<file path="config.mk">
export PLATFORM = sky130hd
export DESIGN_NAME = load_store_unit_flat
export DESIGN_NICKNAME = d
export VERILOG_FILES = /design/src/rtl/mips_mem_pkg.sv /design/src/rtl/load_store_unit_if.sv /design/src/rtl/lsu_lane_align.sv /design/src/rtl/load_store_unit.sv /design/src/flat_wrapper.sv
export SDC_FILE = /design/constraint.sdc
export NUM_CORES = 1
export LEC_CHECK = 0
export ABC_AREA = 1
export CAP_MARGIN = 40
export CORE_MARGIN = 1
export CORE_UTILIZATION = 40
export DETAILED_ROUTE_END_ITERATION = 12
export HOLD_SLACK_MARGIN = 0.12
export MAX_ROUTING_LAYER = met4
export PLACE_DENSITY = 0.74
export SYNTH_ARGS = -nofsm -noshare
export SYNTH_HDL_FRONTEND = slang
export SYNTH_HIERARCHICAL = 1
export SYNTH_SLANG_ARGS = --single-unit
</file>
<file path="constraint.sdc">
create_clock -name clk -period 4.7 [get_ports clk]
set_clock_uncertainty 0.1 [all_clocks]
set_input_delay 0.94 -clock clk [delete_from_list [all_inputs] [get_ports clk]]
set_output_delay 0.94 -clock clk [all_outputs]
set_load 0.03 [all_outputs]
</file>
<file path="src/rtl/mips_mem_pkg.sv">
// Shared definitions for the CPU data-memory port: access sizes, LSU FSM states,
// and the default data memory depth.
package mips_mem_pkg;
    localparam int MEM_WORDS_DEFAULT = 256;

    localparam logic [1:0] SZ_BYTE = 2'b00;
    localparam logic [1:0] SZ_HALF = 2'b01;
    localparam logic [1:0] SZ_WORD = 2'b10;

    typedef enum logic [1:0] {IDLE, RD, WR, DONE} lsu_state_e;
endpackage

</file>
<file path="src/rtl/load_store_unit_if.sv">
// Pipeline request/response handshake plus the word-addressed data memory bus.
// master = pipeline + memory side, slave = load_store_unit.
interface load_store_unit_if;
    logic        req_valid;
    logic        req_ready;
    logic        req_we;
    logic [1:0]  req_size;
    logic        req_unsigned;
    logic [31:0] req_addr;
    logic [31:0] req_wdata;
    logic        resp_valid;
    logic        resp_err;
    logic [31:0] resp_rdata;
    logic [31:0] mem_addr;
    logic [31:0] mem_wdata;
    logic        mem_read;
    logic        mem_write;
    logic [31:0] mem_rdata;

    modport master (
        output req_valid, req_we, req_size, req_unsigned, req_addr, req_wdata, mem_rdata,
        input  req_ready, resp_valid, resp_err, resp_rdata, mem_addr, mem_wdata, mem_read, mem_write
    );

    modport slave (
        input  req_valid, req_we, req_size, req_unsigned, req_addr, req_wdata, mem_rdata,
        output req_ready, resp_valid, resp_err, resp_rdata, mem_addr, mem_wdata, mem_read, mem_write
    );
endinterface

</file>
<file path="src/rtl/lsu_lane_align.sv">
// Big-endian byte/half lane handling: extract + extend for loads, merge into the
// previously read word for sub-word stores.
module lsu_lane_align
    import mips_mem_pkg::*;
(
    input  logic [1:0]  size,
    input  logic [1:0]  offset,
    input  logic        is_unsigned,
    input  logic [31:0] word,
    input  logic [31:0] wdata,
    output logic [31:0] load_data,
    output logic [31:0] store_word
);
    // Offset 0 is the most significant lane, so the shift is (3 - offset) lanes.
    logic [4:0]  byte_sh;
    logic [4:0]  half_sh;
    logic [7:0]  lane_b;
    logic [15:0] lane_h;
    logic [31:0] mask;
    logic [31:0] ins;

    assign byte_sh = {~offset, 3'b000};
    assign half_sh = {~offset[1], 4'b0000};
    assign lane_b  = 8'(word >> byte_sh);
    assign lane_h  = 16'(word >> half_sh);

    always_comb begin
        load_data = word;
        mask      = 32'hFFFF_FFFF;
        ins       = wdata;
        case (size)
            SZ_BYTE: begin
                load_data = {{24{lane_b[7] & ~is_unsigned}}, lane_b};
                mask      = 32'h0000_00FF << byte_sh;
                ins       = {24'h0, wdata[7:0]} << byte_sh;
            end
            SZ_HALF: begin
                load_data = {{16{lane_h[15] & ~is_unsigned}}, lane_h};
                mask      = 32'h0000_FFFF << half_sh;
                ins       = {16'h0, wdata[15:0]} << half_sh;
            end
            default: ;
        endcase
        store_word = (word & ~mask) | ins;
    end
endmodule

</file>
<file path="src/rtl/load_store_unit.sv">
// Data-memory initiator: one load/store at a time, read-modify-write for sub-word
// stores, misaligned/out-of-range accesses answered with an error and no memory traffic.
module load_store_unit
    import mips_mem_pkg::*;
#(
    parameter int MEM_WORDS = MEM_WORDS_DEFAULT
) (
    input logic              clk,
    input logic              rst_n,
    load_store_unit_if.slave bus
);
    lsu_state_e  state, state_n;
    logic        we_q, uns_q, err_q, err_n;
    logic [1:0]  size_q, off_q;
    logic [31:0] wdata_q, rdata_q, rdata_n;
    logic [31:0] mem_addr_q, mem_addr_n, mem_wdata_q, mem_wdata_n;
    logic        mem_read_q, mem_read_n, mem_write_q, mem_write_n;
    logic        accept, sub_word, bad;
    logic [31:0] load_data, store_word;

    assign sub_word = (bus.req_size == SZ_BYTE) || (bus.req_size == SZ_HALF);
    assign bad = (bus.req_size == SZ_HALF && bus.req_addr[0])
              || (!sub_word && bus.req_addr[1:0] != 2'b00)
              || ({2'b00, bus.req_addr[31:2]} >= 32'(MEM_WORDS));

    lsu_lane_align u_align (
        .size       (size_q),
        .offset     (off_q),
        .is_unsigned(uns_q),
        .word       (bus.mem_rdata),
        .wdata      (wdata_q),
        .load_data  (load_data),
        .store_word (store_word)
    );

    always_ff @(posedge clk or negedge rst_n) begin
        if (!rst_n) state <= IDLE;
        else        state <= state_n;
    end

    // Memory strobes are next-state decoded here and registered below, so the
    // level-sensitive write enable never sees combinational glitches.
    always_comb begin
        state_n     = state;
        accept      = 1'b0;
        err_n       = err_q;
        rdata_n     = rdata_q;
        mem_addr_n  = mem_addr_q;
        mem_wdata_n = mem_wdata_q;
        mem_read_n  = 1'b0;
        mem_write_n = 1'b0;
        case (state)
            IDLE: if (bus.req_valid) begin
                accept  = 1'b1;
                err_n   = bad;
                rdata_n = '0;
                if (bad) begin
                    state_n = DONE;
                end else if (!bus.req_we || sub_word) begin
                    state_n    = RD;
                    mem_read_n = 1'b1;
                    mem_addr_n = {2'b00, bus.req_addr[31:2]};
                end else begin
                    state_n     = WR;
                    mem_write_n = 1'b1;
                    mem_addr_n  = {2'b00, bus.req_addr[31:2]};
                    mem_wdata_n = bus.req_wdata;
                end
            end
            RD: if (we_q) begin
                state_n     = WR;
                mem_write_n = 1'b1;
                mem_wdata_n = store_word;
            end else begin
                state_n = DONE;
                rdata_n = load_data;
            end
            WR: state_n = DONE;
            DONE: begin
                state_n     = IDLE;
                err_n       = 1'b0;
                rdata_n     = '0;
                mem_addr_n  = '0;
                mem_wdata_n = '0;
            end
            default: state_n = IDLE;
        endcase
    end

    always_ff @(posedge clk or negedge rst_n) begin
        if (!rst_n) begin
            we_q        <= 1'b0;
            uns_q       <= 1'b0;
            size_q      <= 2'b00;
            off_q       <= 2'b00;
            wdata_q     <= '0;
            err_q       <= 1'b0;
            rdata_q     <= '0;
            mem_addr_q  <= '0;
            mem_wdata_q <= '0;
            mem_read_q  <= 1'b0;
            mem_write_q <= 1'b0;
        end else begin
            if (accept) begin
                we_q    <= bus.req_we;
                uns_q   <= bus.req_unsigned;
                size_q  <= bus.req_size;
                off_q   <= bus.req_addr[1:0];
                wdata_q <= bus.req_wdata;
            end
            err_q       <= err_n;
            rdata_q     <= rdata_n;
            mem_addr_q  <= mem_addr_n;
            mem_wdata_q <= mem_wdata_n;
            mem_read_q  <= mem_read_n;
            mem_write_q <= mem_write_n;
        end
    end

    assign bus.req_ready  = (state == IDLE);
    assign bus.resp_valid = (state == DONE);
    assign bus.resp_err   = err_q;
    assign bus.resp_rdata = rdata_q;
    assign bus.mem_addr   = mem_addr_q;
    assign bus.mem_wdata  = mem_wdata_q;
    assign bus.mem_read   = mem_read_q;
    assign bus.mem_write  = mem_write_q;
endmodule
</file>
<file path="src/flat_wrapper.sv">
// flat-port wrapper written by rule: the top's interface ports become plain ports
module load_store_unit_flat import mips_mem_pkg::*;
#(
    parameter int MEM_WORDS = MEM_WORDS_DEFAULT
)
  (clk, rst_n, bus_req_valid, bus_req_we, bus_req_size, bus_req_unsigned, bus_req_addr, bus_req_wdata, bus_mem_rdata, bus_req_ready, bus_resp_valid, bus_resp_err, bus_resp_rdata, bus_mem_addr, bus_mem_wdata, bus_mem_read, bus_mem_write);
  load_store_unit_if bus_i ();
  input logic clk;
  input logic rst_n;
  input wire logic [$bits(bus_i.req_valid)-1:0] bus_req_valid;
  input wire logic [$bits(bus_i.req_we)-1:0] bus_req_we;
  input wire logic [$bits(bus_i.req_size)-1:0] bus_req_size;
  input wire logic [$bits(bus_i.req_unsigned)-1:0] bus_req_unsigned;
  input wire logic [$bits(bus_i.req_addr)-1:0] bus_req_addr;
  input wire logic [$bits(bus_i.req_wdata)-1:0] bus_req_wdata;
  input wire logic [$bits(bus_i.mem_rdata)-1:0] bus_mem_rdata;
  output wire logic [$bits(bus_i.req_ready)-1:0] bus_req_ready;
  output wire logic [$bits(bus_i.resp_valid)-1:0] bus_resp_valid;
  output wire logic [$bits(bus_i.resp_err)-1:0] bus_resp_err;
  output wire logic [$bits(bus_i.resp_rdata)-1:0] bus_resp_rdata;
  output wire logic [$bits(bus_i.mem_addr)-1:0] bus_mem_addr;
  output wire logic [$bits(bus_i.mem_wdata)-1:0] bus_mem_wdata;
  output wire logic [$bits(bus_i.mem_read)-1:0] bus_mem_read;
  output wire logic [$bits(bus_i.mem_write)-1:0] bus_mem_write;
  assign bus_i.req_valid = bus_req_valid;
  assign bus_i.req_we = bus_req_we;
  assign bus_i.req_size = bus_req_size;
  assign bus_i.req_unsigned = bus_req_unsigned;
  assign bus_i.req_addr = bus_req_addr;
  assign bus_i.req_wdata = bus_req_wdata;
  assign bus_i.mem_rdata = bus_mem_rdata;
  assign bus_req_ready = bus_i.req_ready;
  assign bus_resp_valid = bus_i.resp_valid;
  assign bus_resp_err = bus_i.resp_err;
  assign bus_resp_rdata = bus_i.resp_rdata;
  assign bus_mem_addr = bus_i.mem_addr;
  assign bus_mem_wdata = bus_i.mem_wdata;
  assign bus_mem_read = bus_i.mem_read;
  assign bus_mem_write = bus_i.mem_write;
  load_store_unit #(.MEM_WORDS(MEM_WORDS)) u_core (.clk(clk), .rst_n(rst_n), .bus(bus_i));
endmodule
</file>
==> impl_summary.txt, run 1 <==
----------------------------------------------------
[Outcome]
  Run status ... finished, final reports clean

[Global routing]
  Maximum number of pins on one net before global-route repair ... 67
  GRT Overall Usage ... 25.9%
  Number of global-route vias before repair ... 6764
  Total gr overflow ... 0
  Number of antenna violations at the first check in global routing ... 1
  Wire length of the first global-routing pass ... 35600 um

[Place]
  Post-detail-place hpwl ... 16000 um
  Cell Count Post-Placement ... 1345
  RD Place Congestion ... 0.901
  IO buf count ... 201

[Route]
  Drt initial violations ... 603
  Via count ... 7178
  Average detailed-routed wire length per instance ... 16.2 um
  Post-route ant nets ... 0
  Residual DRC ... 0
  First-pass DRT Iterations ... 5
  Drt via density ... 5.21
  Total routed wirelength ... 22400 um

[Layout]
  Area of all sequential standard cells ... 0.00343 mm2
  Fraction of layout cells with a size suffix above 1 ... 5.73%
  Final Non-Filler Cells ... 1378
  Final Net Count ... 1246
  Footprint of the multi-input gates ... 0.00325 mm2
  Synth-to-layout area growth ... 38.1%
  Number of filler instances in the final layout ... 1606

[CTS]
  Clk pin slew, worst setup/hold paths ... 0.06 ns
  Number of hold-repair buffers added at the cts stage ... 0
  TritonCTS Buffers ... 17
  Number of clock sinks ... 137
  CTS tree ... built
  Buffer depth of the longest clock path ... 2
  Post CTS Setup Buffer Count ... 0
  Post-cts sizing count ... 0
  Deepest level of the CTS H-tree ... 4
  Clock latency of the later-clocked register in the worst-skew pair ... 0.42 ns
  Root buffer cell ... sky130_fd_sc_hd__clkbuf_16

[Floorplanning]
  Number of rows in the core area ... 48
  Die width ... 136 um
  Die outline area ... 0.0186 mm2
  Io pins ... 204
  Placeable Area ... 0.0175 mm2
  Initial core utilization ... 41.2%
  Height of the chip ... 136 um

[Yosys]
  Largest area contributor in the synthesized netlist ... sky130_fd_sc_hd__dfrtp_1
  Share of the yosys chip area belonging to registers ... 47.6%
  Synth unique cells ... 27
  Flops & latches, synth ... 137
  Cell types occupying the most area after synthesis ... sky130_fd_sc_hd__dfrtp_1 (48%), sky130_fd_sc_hd__nand2_1 (19%), sky130_fd_sc_hd__nand3_1 (9.7%)
  Cell Area, Synth ... 0.00721 mm2
  Mean instance size in the synthesized netlist ... 7.49 um2
  Number of warning messages in the yosys log ... 6
  Syn Inst Count ... 963
  Area share of the largest cell type after synthesis ... 47.6%

[Worst setup path]
  Worst path cell trace ... inv_1 -> ha_1 -> clkdlybuf4s50_1
  Largest delay contributor family on the critical path ... buffers and inverters
  Count of buffering cells on the critical path with inverters included ... 2
  Cell with the biggest individual delay on the critical path ... sky130_fd_sc_hd__clkdlybuf4s50_1
  CP Data Required Time ... 3.66 ns
  Slowest cell delay on critical path ... 0.77 ns
  Crit Reg-Reg Startpoint ... u_core/size_q[1]$_DFFE_PN0P_
  R2R setup slack ... 2.03 ns
  Crit path arrival time ... 2.07 ns
  Critical Path Source ... u_core/state[0]$_DFFE_PN0P_
  Kind of capture point of the worst setup path ... output pin
  Critical-path maximum fanout ... 6
  Start-to-end type of the worst setup path ... reg2out
  Critical path launch point type ... flop

[Timing]
  Total count of hold-check failures in the final report ... 0
  Final Max Tran Viols ... 0
  Worst slew margin relative to its limit ... 50.6%
  Period minus WS final ... 3.11 ns
  RSZ-0062 raised after global routing ... false
  Share of the cycle needed by the critical path after routing ... 66.2%
  Highest achievable clock rate ... 321 MHz
  Least-Margin Pin Slew ... 0.739 ns
  Final TNS setup ... 0 ns
  Total of endpoints with negative setup slack in the final report ... 0

[Hold path]
  Class of the worst hold path ... in2async

[Flow run]
  Number of max-cap violations ... 0

[Pwr]
  Static leakage power ... 4.90 nW
  Switching part of the total ... 46.7%
  Clock Power Share ... 19.7%
  Peak supply drop ... 0.411 mV
  Combinational group share of total power ... 52.9%
  Proportion of power drawn by flip-flops and latches ... 27.4%
  Power Dens Cells ... 713 mW/mm2
  P_int ... 3.78 mW
  Psw ... 3.31 mW

----------------------------------------------------
[cells in the final DEF, fill, tap and decap left out, drive strengths merged]
master         Yosys  final
clkinvlp           0      1
and2               1      1
bufinv             0      3
dfrtp            137    137
clkinv             0      2
conb               1      2
nand4             10     10
o21ai            106    106
nand3b             2      2
clkbuf            27     26
buf               31     14
nand3            140    140
nand2            380    380
nor2              29     29
inv               66     66
a22oi              1      1
diode              0      1
a21boi            27     27
a211oi             1      1
clkdlybuf4s50      0    200
ha                 4      4
[registers in the layout, summed over array words and instances (netlist names)]
name,cells
u_core/size_q,2
u_core/wdata_q,32
u_core/bus.mem_addr,30
u_core/state,2
u_core/bus.mem_write,1
u_core/off_q,2
u_core/uns_q,1
u_core/bus.mem_read,1
u_core/bus.resp_rdata,32
u_core/we_q,1
u_core/bus.resp_err,1
u_core/bus.mem_wdata,32
[worst paths after layout]
check / endpoint / cells past startpoint
max reg2reg: u_core/bus.mem_wdata[7]$_DFFE_PN0P_ / 9
max: bus_req_ready / 3
min: u_core/bus.mem_addr[10]$_DFFE_PN0P_ / 1
min reg2reg: u_core/bus.mem_wdata[24]$_DFFE_PN0P_ / 2
max in group asynchronous: u_core/wdata_q[4]$_DFFE_PN0P_ / 2
min in group clk: u_core/bus.mem_wdata[24]$_DFFE_PN0P_ / 2
[cells by family after synthesis]
kind of cell,share of synthesized area [%]
AND/OR/NAND/NOR,33.6
flip-flops,47.6
AO/OA/AOI/OAI,10.4
buffers and inverters,7.62
adder cells (fa/ha/maj),0.694
other,0.0520
[final cells by class]
class                   count  area share [%]
flip-flops and latches    137            34.4
multi-input cells         703            32.6
repair buffers            214            21.5
clock buffers              26            5.01
well taps                 225            2.83
inverters                  66            2.49
clock inverters             6            1.12
diodes                      1          0.0251
[power groups by stage]
stage	clock (mW)	sequential [mW]	combinational, mW
floorplan	0	2.41	2.02
global placement	0	1.96	3.66
detailed placement	0	1.96	3.72
CTS	1.42	1.95	3.74
global route	1.47	2.00	4.13
finish	1.40	1.95	3.75
[synthesized netlist by cell type (all sizes together)]
cell and count:
nand4 10, nand3b 2, a22oi 1, o21ai 106
a21boi 27, clkbuf 27, buf 31, conb 1
nand3 140, dfrtp 137, and2 1, nand2 380
ha 4, a211oi 1, inv 66, nor2 29
[layer usage]
| layer | global-route usage (%) | share of wire [%] | vias to the layer above |
|---|---|---|---|
| met5 | - | 0 | - |
| met4 | 7.96 | 1.7 | 0 |
| met3 | 6.41 | 8.3 | 30 |
| met2 | 38.4 | 46 | 318 |
| met1 | 34.8 | 44 | 3377 |
| li1 | - | - | 3453 |
[through the flow]
stage                     hold slack [ns]  total power, mW  instance area [um2]  utilization (%)  setup slack [ns]
after floorplan                     0.349             4.42                 7210                -              2.60
final                               0.348             7.10                 9960             57.0              1.59
after global routing                0.384             7.60                 9960             57.0              1.49
after global placement              0.356             5.62                 9300             53.2              1.56
after CTS                           0.359             7.11                 9950             57.0              1.57
after detailed placement            0.359             5.69                 9340             53.5              1.50
No activity file was read; power rests on OpenSTA's default activity.
==> run 2: changes to the inputs <==
==> constraint.sdc (replaced) <==
create_clock -name clk -period 3.2 [get_ports clk]
set_clock_uncertainty 0.1 [all_clocks]
set_input_delay 0.64 -clock clk [delete_from_list [all_inputs] [get_ports clk]]
set_output_delay 0.64 -clock clk [all_outputs]
set_load 0.03 [all_outputs]
==> impl_summary.txt, run 2 (same netlist as run 1, synthesis figures left out) <==
----------------------------------------------------
[Outcome]
  Run status ... finished, final reports clean

[Timing]
  RSZ-0062 raised after global routing ... false
  Total count of hold-check failures in the final report ... 0
  Highest achievable clock rate ... 358 MHz
  Final Max Tran Viols ... 0
  Share of the cycle needed by the critical path after routing ... 87.2%
  Period minus WS final ... 2.79 ns
  Final TNS setup ... 0 ns
  Worst slew margin relative to its limit ... 51.1%
  Least-Margin Pin Slew ... 0.730 ns
  Total of endpoints with negative setup slack in the final report ... 0

[Place]
  IO buf count ... 201
  Post-detail-place hpwl ... 16200 um
  RD Place Congestion ... 0.926

[Pwr]
  Peak supply drop ... 0.675 mV
  Power Dens Cells ... 1050 mW/mm2
  Final total power ... 10.5 mW
  Static leakage power ... 4.93 nW

[Worst setup path]
  Critical-path maximum fanout ... 6
  CP Data Required Time ... 2.46 ns
  R2R setup slack ... 0.74 ns
  Crit path arrival time ... 2.05 ns
  Kind of capture point of the worst setup path ... output pin
  Critical path launch point type ... flop
  Start-to-end type of the worst setup path ... reg2out

[Global routing]
  Wire length of the first global-routing pass ... 35300 um
  Total gr overflow ... 0
  Number of global-route vias before repair ... 6770
  GRT Overall Usage ... 25.9%
  Maximum number of pins on one net before global-route repair ... 66
  Number of antenna violations at the first check in global routing ... 0

[Layout]
  Area of all sequential standard cells ... 0.00343 mm2
  Fraction of layout cells with a size suffix above 1 ... 6.32%
  Number of filler instances in the final layout ... 1635
  Synth-to-layout area growth ... 38.8%
  Final Net Count ... 1249
  Top library cells by usage in the layout, fill and taps aside ... sky130_fd_sc_hd__nand2_1 (373), sky130_fd_sc_hd__clkdlybuf4s50_1 (200), sky130_fd_sc_hd__nand3_1 (140)
  Commonest non-fill, non-tap cell in the layout ... sky130_fd_sc_hd__nand2_1
  Final antenna diode count ... 0
  Footprint of the multi-input gates ... 0.00325 mm2

[Hold path]
  Class of the worst hold path ... reg2reg

[Route]
  Drt via density ... 5.20
  Total routed wirelength ... 22500 um
  Residual DRC ... 0
  Via count ... 7172
  Drt initial violations ... 606
  Post-route ant nets ... 0
  Average detailed-routed wire length per instance ... 16.3 um
  First-pass DRT Iterations ... 5

[Floorplanning]
  Initial core utilization ... 41.2%
  Die outline area ... 0.0186 mm2
  Number of rows in the core area ... 48
  Height of the chip ... 136 um
  Io pins ... 204
  Die width ... 136 um
  Placeable Area ... 0.0175 mm2

[CTS]
  Clk pin slew, worst setup/hold paths ... 0.06 ns
  TritonCTS Buffers ... 17
  CTS tree ... built
  Clock latency of the later-clocked register in the worst-skew pair ... 0.43 ns
  Post CTS Setup Buffer Count ... 0
  Root buffer cell ... sky130_fd_sc_hd__clkbuf_16
  Buffer depth of the longest clock path ... 2
  Number of clock sinks ... 137
  Deepest level of the CTS H-tree ... 4

[Flow run]
  Number of max-cap violations ... 0

----------------------------------------------------
run 2: stage by stage:
step	worst slack, ns	instances	hold WS [ns]	util [%]	cell area [um2]
6_report	0.409	1380	0.371	57.3	10000
5_1_grt	0.294	1380	0.392	57.3	10000
4_1_cts	0.394	1380	0.374	57.3	10000
3_5_place_dp	0.701	1347	0.361	53.5	9350
3_3_place_gp	0.770	1346	0.354	53.4	9340
2_1_floorplan	1.26	964	0.244	-	7210
run 2: timing repair:
action,4_1_cts,5_1_grt
gates resized for setup,0,0
endpoints found under the hold margin,14,0
setup endpoints to repair,0,0
hold buffers,1,0
run 2: power by group:
group / total [mW] / internal (mW) / switching, mW / leakage [nW]
logic: 5.50 / 1.87 / 3.62 / 2.82
registers: 2.88 / 2.39 / 0.495 / 1.80
clock network: 2.13 / 1.38 / 0.741 / 0.315
run 2: worst max-delay path, cell delays in order (launching register included):
cell and delay [ns]:
sky130_fd_sc_hd__dfrtp_1 0.42, sky130_fd_sc_hd__inv_1 0.10, sky130_fd_sc_hd__ha_1 0.34, sky130_fd_sc_hd__clkdlybuf4s50_1 0.76
run 2: area by class of cell:
type / count / area share, %
multi-input combinational: 703 / 32.4
inverter: 66 / 2.48
clock buffer: 21 / 4.80
tap: 225 / 2.81
clock inverter: 11 / 1.68
sequential: 137 / 34.3
timing repair buffer: 217 / 21.5
run 2: worst paths after layout:
path	from	cells after the start	end
min in group asynchronous	rst_n	2	u_core/bus.mem_addr[10]$_DFFE_PN0P_
worst min register to register	u_core/bus.mem_addr[6]$_DFFE_PN0P_	2	u_core/bus.mem_addr[6]$_DFFE_PN0P_
worst max-delay path	u_core/state[1]$_DFFE_PN0P_	3	bus_req_ready
max in group asynchronous	rst_n	3	u_core/bus.mem_addr[18]$_DFFE_PN0P_
worst min-delay path	u_core/bus.mem_addr[6]$_DFFE_PN0P_	2	u_core/bus.mem_addr[6]$_DFFE_PN0P_
worst max register to register	u_core/state[1]$_DFFE_PN0P_	10	u_core/bus.resp_rdata[11]$_DFFE_PN0P_
run 2: layer usage:
metal / wire length (um) / up-vias / global-route usage (%)
li1: - / 3459 / -
met1: 9860 / 3375 / 33.5
met2: 10400 / 307 / 39.4
met3: 1870 / 31 / 6.71
met4: 393 / 0 / 8.40
met5: 0 / - / -
==> run 3: changes to the inputs <==
--- a/config.mk
+++ b/config.mk
@@ -13,6 +13,7 @@
 export HOLD_SLACK_MARGIN = 0.12
 export MAX_ROUTING_LAYER = met4
 export PLACE_DENSITY = 0.74
+export SKIP_LAST_GASP = 1
 export SYNTH_ARGS = -nofsm -noshare
 export SYNTH_HDL_FRONTEND = slang
 export SYNTH_HIERARCHICAL = 1
==> results of run 3 <==
Final layout, timing and power as in run 2 (identical DEF).
